### config.mk
export PLATFORM = sky130hd
export DESIGN_NAME = rf_wb_scheduler
export DESIGN_NICKNAME = d
export VERILOG_FILES = /design/src/rtl/rf_wb_scheduler.sv
export SDC_FILE = /design/constraint.sdc
export NUM_CORES = 1
export LEC_CHECK = 0
export ABC_CLOCK_PERIOD_IN_PS = 4200
export CAP_MARGIN = 20
export CORE_MARGIN = 3
export CORE_UTILIZATION = 45
export CTS_BUF_LIST = sky130_fd_sc_hd__clkbuf_4
export CTS_CLUSTER_DIAMETER = 80
export DETAILED_ROUTE_END_ITERATION = 6
export GPL_TIMING_DRIVEN = 1
export PLACE_DENSITY = 0.92
export SYNTH_ARGS = -nofsm -noshare
export SYNTH_HDL_FRONTEND = slang
export SYNTH_SLANG_ARGS = --single-unit
### constraint.sdc
create_clock -name clk -period 4.2 [get_ports clk]
set_input_delay 0.84 -clock clk [delete_from_list [all_inputs] [get_ports clk]]
set_output_delay 0.84 -clock clk [all_outputs]
set_load 0.02 [all_outputs]
### src/rtl/rf_wb_scheduler.sv
// Writeback port scheduler for the register file.
// Arbitrates ex/mem writebacks and keeps the busy scoreboard.
module rf_wb_scheduler #(
  parameter int DATA_W = 32,
  parameter int ADDR_W = 5
) (
  input  logic                   clk,
  input  logic                   rst,
  input  logic                   issue_valid,
  input  logic [ADDR_W-1:0]      issue_rs1,
  input  logic [ADDR_W-1:0]      issue_rs2,
  input  logic [ADDR_W-1:0]      issue_rd,
  output logic                   issue_stall,
  input  logic                   ex_valid,
  input  logic [ADDR_W-1:0]      ex_rd,
  input  logic [DATA_W-1:0]      ex_wdata,
  output logic                   ex_ready,
  input  logic                   mem_valid,
  input  logic [ADDR_W-1:0]      mem_rd,
  input  logic [DATA_W-1:0]      mem_wdata,
  output logic                   mem_ready,
  output logic                   rf_en,
  output logic [ADDR_W-1:0]      rf_rd,
  output logic [DATA_W-1:0]      rf_wdata,
  output logic [2**ADDR_W-1:0]   busy
);

  localparam int NREG = 2**ADDR_W;
  localparam logic GNT_EX  = 1'b0;
  localparam logic GNT_MEM = 1'b1;

  logic [NREG-1:0]   busy_q, busy_d;
  logic              rf_en_q, rf_en_d;
  logic [ADDR_W-1:0] rf_rd_q, rf_rd_d;
  logic [DATA_W-1:0] rf_wdata_q, rf_wdata_d;
  logic              last_grant_q, last_grant_d;
  logic              hz_rs1, hz_rs2, hz_rd;
  logic              issue_acc;

  // x0 never holds a pending write, so it never causes a hazard
  always_comb begin
    hz_rs1      = (issue_rs1 != '0) && busy_q[issue_rs1];
    hz_rs2      = (issue_rs2 != '0) && busy_q[issue_rs2];
    hz_rd       = (issue_rd  != '0) && busy_q[issue_rd];
    issue_stall = rst | (issue_valid & (hz_rs1 | hz_rs2 | hz_rd));
    issue_acc   = issue_valid & ~issue_stall;
  end

  always_comb begin
    ex_ready  = ~rst & ex_valid
              & (~mem_valid | (last_grant_q == GNT_MEM));
    mem_ready = ~rst & mem_valid
              & (~ex_valid | (last_grant_q == GNT_EX));
  end

  always_comb begin
    last_grant_d = last_grant_q;
    rf_en_d      = 1'b0;
    rf_rd_d      = rf_rd_q;
    rf_wdata_d   = rf_wdata_q;
    unique case (1'b1)
      ex_ready: begin
        last_grant_d = GNT_EX;
        rf_en_d      = (ex_rd != '0);
        rf_rd_d      = ex_rd;
        rf_wdata_d   = ex_wdata;
      end
      mem_ready: begin
        last_grant_d = GNT_MEM;
        rf_en_d      = (mem_rd != '0);
        rf_rd_d      = mem_rd;
        rf_wdata_d   = mem_wdata;
      end
      default: ;
    endcase
  end

  // a new writer accepted on the clearing edge keeps the bit set
  always_comb begin
    busy_d = busy_q;
    if (rf_en_q)
      busy_d[rf_rd_q] = 1'b0;
    if (issue_acc && (issue_rd != '0))
      busy_d[issue_rd] = 1'b1;
  end

  always_ff @(posedge clk) begin
    if (rst) begin
      busy_q       <= '0;
      rf_en_q      <= 1'b0;
      rf_rd_q      <= '0;
      rf_wdata_q   <= '0;
      last_grant_q <= GNT_MEM;
    end else begin
      busy_q       <= busy_d;
      rf_en_q      <= rf_en_d;
      rf_rd_q      <= rf_rd_d;
      rf_wdata_q   <= rf_wdata_d;
      last_grant_q <= last_grant_d;
    end
  end

  assign busy     = busy_q;
  assign rf_en    = rf_en_q;
  assign rf_rd    = rf_rd_q;
  assign rf_wdata = rf_wdata_q;

endmodule

==> reports/metrics.sh, run 1 <==
SYNTH_ENABLE_FLOP_CELLS=0
DRT-INITIAL-DRC-COUNT=370
ANTENNA-DIODE-COUNT=0
STATUS='finished, final reports clean'
SLEW_LIMIT_FAILS=0
CRITPATHMAXFANOUT=7
GRT_SETUP_UNREPAIRED='false'
CRIT-REG2REG-CAPTURE='busy[30]'
FLOORPLAN.DIE.HEIGHT_UM=103
FF_LATCH_COUNT_SYNTH=71
REGTOREGSETUPSLACK_NS=1.38
SHARE_OF_FINAL_LAYOUT_STANDARD_CELLS_STRONGER_THAN_DRIVE_STRENGTH_1=0.121
FLOORPLAN.IO_PINS=167
ROUTEDWLPERCELL_UM=19.4
AREA_GROWTH_SYN_TO_LAYOUT_PCT=47.6
CLOCK-ROOT-BUFFER='sky130_fd_sc_hd__clkbuf_4'
CLK_TRANSITION_REPORTED_PATHS_NS=0.13
DRTANTENNAVIOLNETS=0
CTS_NUM_SINKS=71
POST_DRT_VIA_CELL_RATIO=5.84
TRITONCTS.NUM_BUFFERS=9
CRITICAL_PATH.ENDPOINT_TYPE='output port'
WORSTSKEWPAIRLATENCY_NS=0.43
CRITPATHKIND='in -> out'
FIN_WS_NS=0.147
HOLD_VIOLATIONS=0
FIRST_GLOBAL_VIAS=4488
DRT_PRE_ANTENNA_ITERS=5
MAX-CAP-VIOLATIONS=0
GRT_FIRST_PASS_WIRELENGTH_UM=22800
WORST_HOLD_PATH.NUM_CELLS=2
SYNTH_COMMON_CELLS='71 x sky130_fd_sc_hd__dfxtp_1, 54 x sky130_fd_sc_hd__mux2i_1, 45 x sky130_fd_sc_hd__nor2_1'
MAX_CLOCK_FREQ_MHz=247
POWER_DENSITY_nW_PER_UM2=255
SYN-CELL-AREA_UM2=4260
TIGHTEST_SLEW_NS=0.688
DETAILEDPLACE.WORSTSLACK_NS=-0.350
REQUIRED_NS=3.36
GLOBAL_ROUTE.USAGE.TOTAL=0.275
YS_TOP_CELLS_BY_AREA='sky130_fd_sc_hd__dfxtp_1 33%, sky130_fd_sc_hd__mux2i_1 13%, sky130_fd_sc_hd__a211oi_1 6.5%'
START_KIND='primary input'
WORST_SLEW_MARGIN_REL=0.541
ANTENNA_FOUND_INITIAL=0
GRT_REMAINING_OVERFLOW=0
SYNTHCELLS=465
HOLDCRITPATHCLASS='reg -> reg'
POSTSYNTHNETCOUNT=559
VIA_COUNT=4453
WORST_HOLD_PATH.ENDPOINT='busy[0]'
PORTION_OF_THE_CLOCK_CYCLE_CONSUMED_BY_THE_WORST_PATH_IN_THE_FINAL_LAYOUT=0.965
FLOORPLAN.INITIALDENSITY=0.475
PLACE.GP.CONGESTION=0.999
POWER.STATIC_LEAKAGE_uW=0.00222
SYNTH.DISTINCT_CELLS=53
PERIOD_MINUS_SLACK_NS=4.05
SEQ_TOTAL_AREA_YOSYS=0.333
POST-SYNTH-TOP-COUNT-CELL='sky130_fd_sc_hd__dfxtp_1'
BUFFER_PORTS.INSERTED=166
DP_HPWL_UM=11200
FIN_TOTAL_PWR_uW=1600
DRT_WL_TOTAL_UM=14800
CTS.PATH.MAX_BUFFERS=2
SYNTH_AREA_PER_CELL_UM2=9.17
FINAL-SETUP-VIOL-COUNT=0
DIE_W_UM=103
ROWS=34
ASYNC_FLOP_SHARE=0
CORE-AREA_UM2=8980
NUMBER_OF_WARNINGS_PRINTED_DURING_YOSYS_SYNTHESIS=0
WORST_R2R_STARTPOINT='busy[0]'
FINAL_NETS=726
WORST_SKEW_NS=0.0291
CLOCK_TREE_FROM_TRITONCTS='yes'
FINAL.HOLD.WORST_SLACK_NS=0.548
HTREEDEPTH=3
SYNTH_TOP_CELL_BY_AREA='sky130_fd_sc_hd__dfxtp_1'
ARRIVAL_NS=3.21
REG2REGPATHDEPTH=8
FLOORPLAN.DIE_AREA_UM2=10700
ROUTE.DETAILED.DRC=0
HOLD_PATH_STARTPOINT='busy[0]'
GRT_START_MAX_NET_PINS=75
FILLERINSTANCES=678
WORST_IR_DROP_VDD_mV=0.222
POSTSYNTH.TOPFLOPCELL='sky130_fd_sc_hd__dfxtp_1'
SYNTH_LARGEST_TYPE_AREA_FRACTION=0.333
-- logic make-up after synthesis --
logic type,share of synthesized area
buf+inv,0.0502
mux,0.208
simple gates,0.213
compound gates,0.195
flops,0.333
-- final cells by class --
class	instances	area, um2	area share
Inverter	4	15.0	0.00239
Sequential cell	71	1420	0.226
Multi-Input combinational cell	348	2650	0.421
Timing Repair Buffer	198	1910	0.303
Clock buffer	11	82.6	0.0131
Clock inverter	5	58.8	0.00935
Tap cell	126	158	0.0251
-- stage by stage --
step           setup TNS (ns)   util  instances  instance area (um2)
2_1_floorplan               0      -        465                 4260
3_3_place_gp           -0.323  0.683        746                 6130
3_5_place_dp           -0.350  0.683        746                 6130
4_1_cts                     0  0.699        763                 6280
5_1_grt                     0  0.701        763                 6290
6_report                    0  0.701        763                 6290
-- where the power goes --
part	internal [uW]	total [uW]	switching, uW
clock	195	448	253
sequential	707	737	30.5
combinational	219	419	200
-- metal layers --
layer	share of wire	global-route usage	up-vias	wire length (um)
li1	-	-	2086	-
met1	0.37	0.315	2038	5520
met2	0.49	0.490	290	7210
met3	0.11	0.0718	39	1640
met4	0.030	0.104	0	442
met5	0	0	-	0
-- what timing repair did --
action | in CTS | in global routing
pin swaps | 2 | 2
setup endpoints to repair | 1 | 1
hold buffers | 0 | 0
gates resized for setup | 2 | 5
setup buffers | 1 | 0
-- cells in the final DEF, fill, tap and decap left out, types with 3 or more instances in the layout --
master	n
sky130_fd_sc_hd__a211oi_1	37
sky130_fd_sc_hd__a21oi_1	5
sky130_fd_sc_hd__buf_4	30
sky130_fd_sc_hd__clkbuf_4	11
sky130_fd_sc_hd__clkdlybuf4s50_1	163
sky130_fd_sc_hd__dfxtp_1	71
sky130_fd_sc_hd__inv_1	4
sky130_fd_sc_hd__mux2i_1	54
sky130_fd_sc_hd__mux4_2	12
sky130_fd_sc_hd__nand2_1	30
sky130_fd_sc_hd__nand2b_1	5
sky130_fd_sc_hd__nand3_1	7
sky130_fd_sc_hd__nand3b_1	27
sky130_fd_sc_hd__nand4_1	3
sky130_fd_sc_hd__nor2_1	44
sky130_fd_sc_hd__nor2b_1	21
sky130_fd_sc_hd__nor3_1	6
sky130_fd_sc_hd__nor3b_1	8
sky130_fd_sc_hd__o21ai_0	20
sky130_fd_sc_hd__o31ai_1	21
sky130_fd_sc_hd__o31ai_2	6
sky130_fd_sc_hd__or4_1	3
-- registers in the layout, summed over array words and instances (netlist names) --
name	flops
busy	32
rf_en	1
rf_rd	5
last_grant_q	1
rf_wdata	32
-- how the worst max path moves through the flow --
stage,start,to,cells after the start
after floorplan,issue_rs2[0],issue_stall,9
after global placement,issue_rs2[1],issue_stall,9
after detailed placement,issue_rs2[1],issue_stall,9
after CTS,issue_rs1[0],issue_stall,9
after global routing,issue_rs1[0],issue_stall,9
final,issue_rs1[0],issue_stall,9
-- critical path: stages --
cell                              delay (ns)
sky130_fd_sc_hd__clkdlybuf4s50_1        0.48
sky130_fd_sc_hd__buf_6                  0.15
sky130_fd_sc_hd__mux4_1                 0.56
sky130_fd_sc_hd__mux2i_1                0.15
sky130_fd_sc_hd__nor3b_1                0.07
sky130_fd_sc_hd__a2111oi_1              0.33
sky130_fd_sc_hd__nand4bb_1              0.25
sky130_fd_sc_hd__a21o_1                 0.23
sky130_fd_sc_hd__clkbuf_2               0.15
Power figures use the tool's default switching activity.
==> inputs of run 2 (changes only) <==
CAP_MARGIN = default   (was 20)
SLEW_MARGIN = 40   (was default)
==> results of run 2 <==
Same layout as run 1: the final DEF is identical, and so are final timing and power.
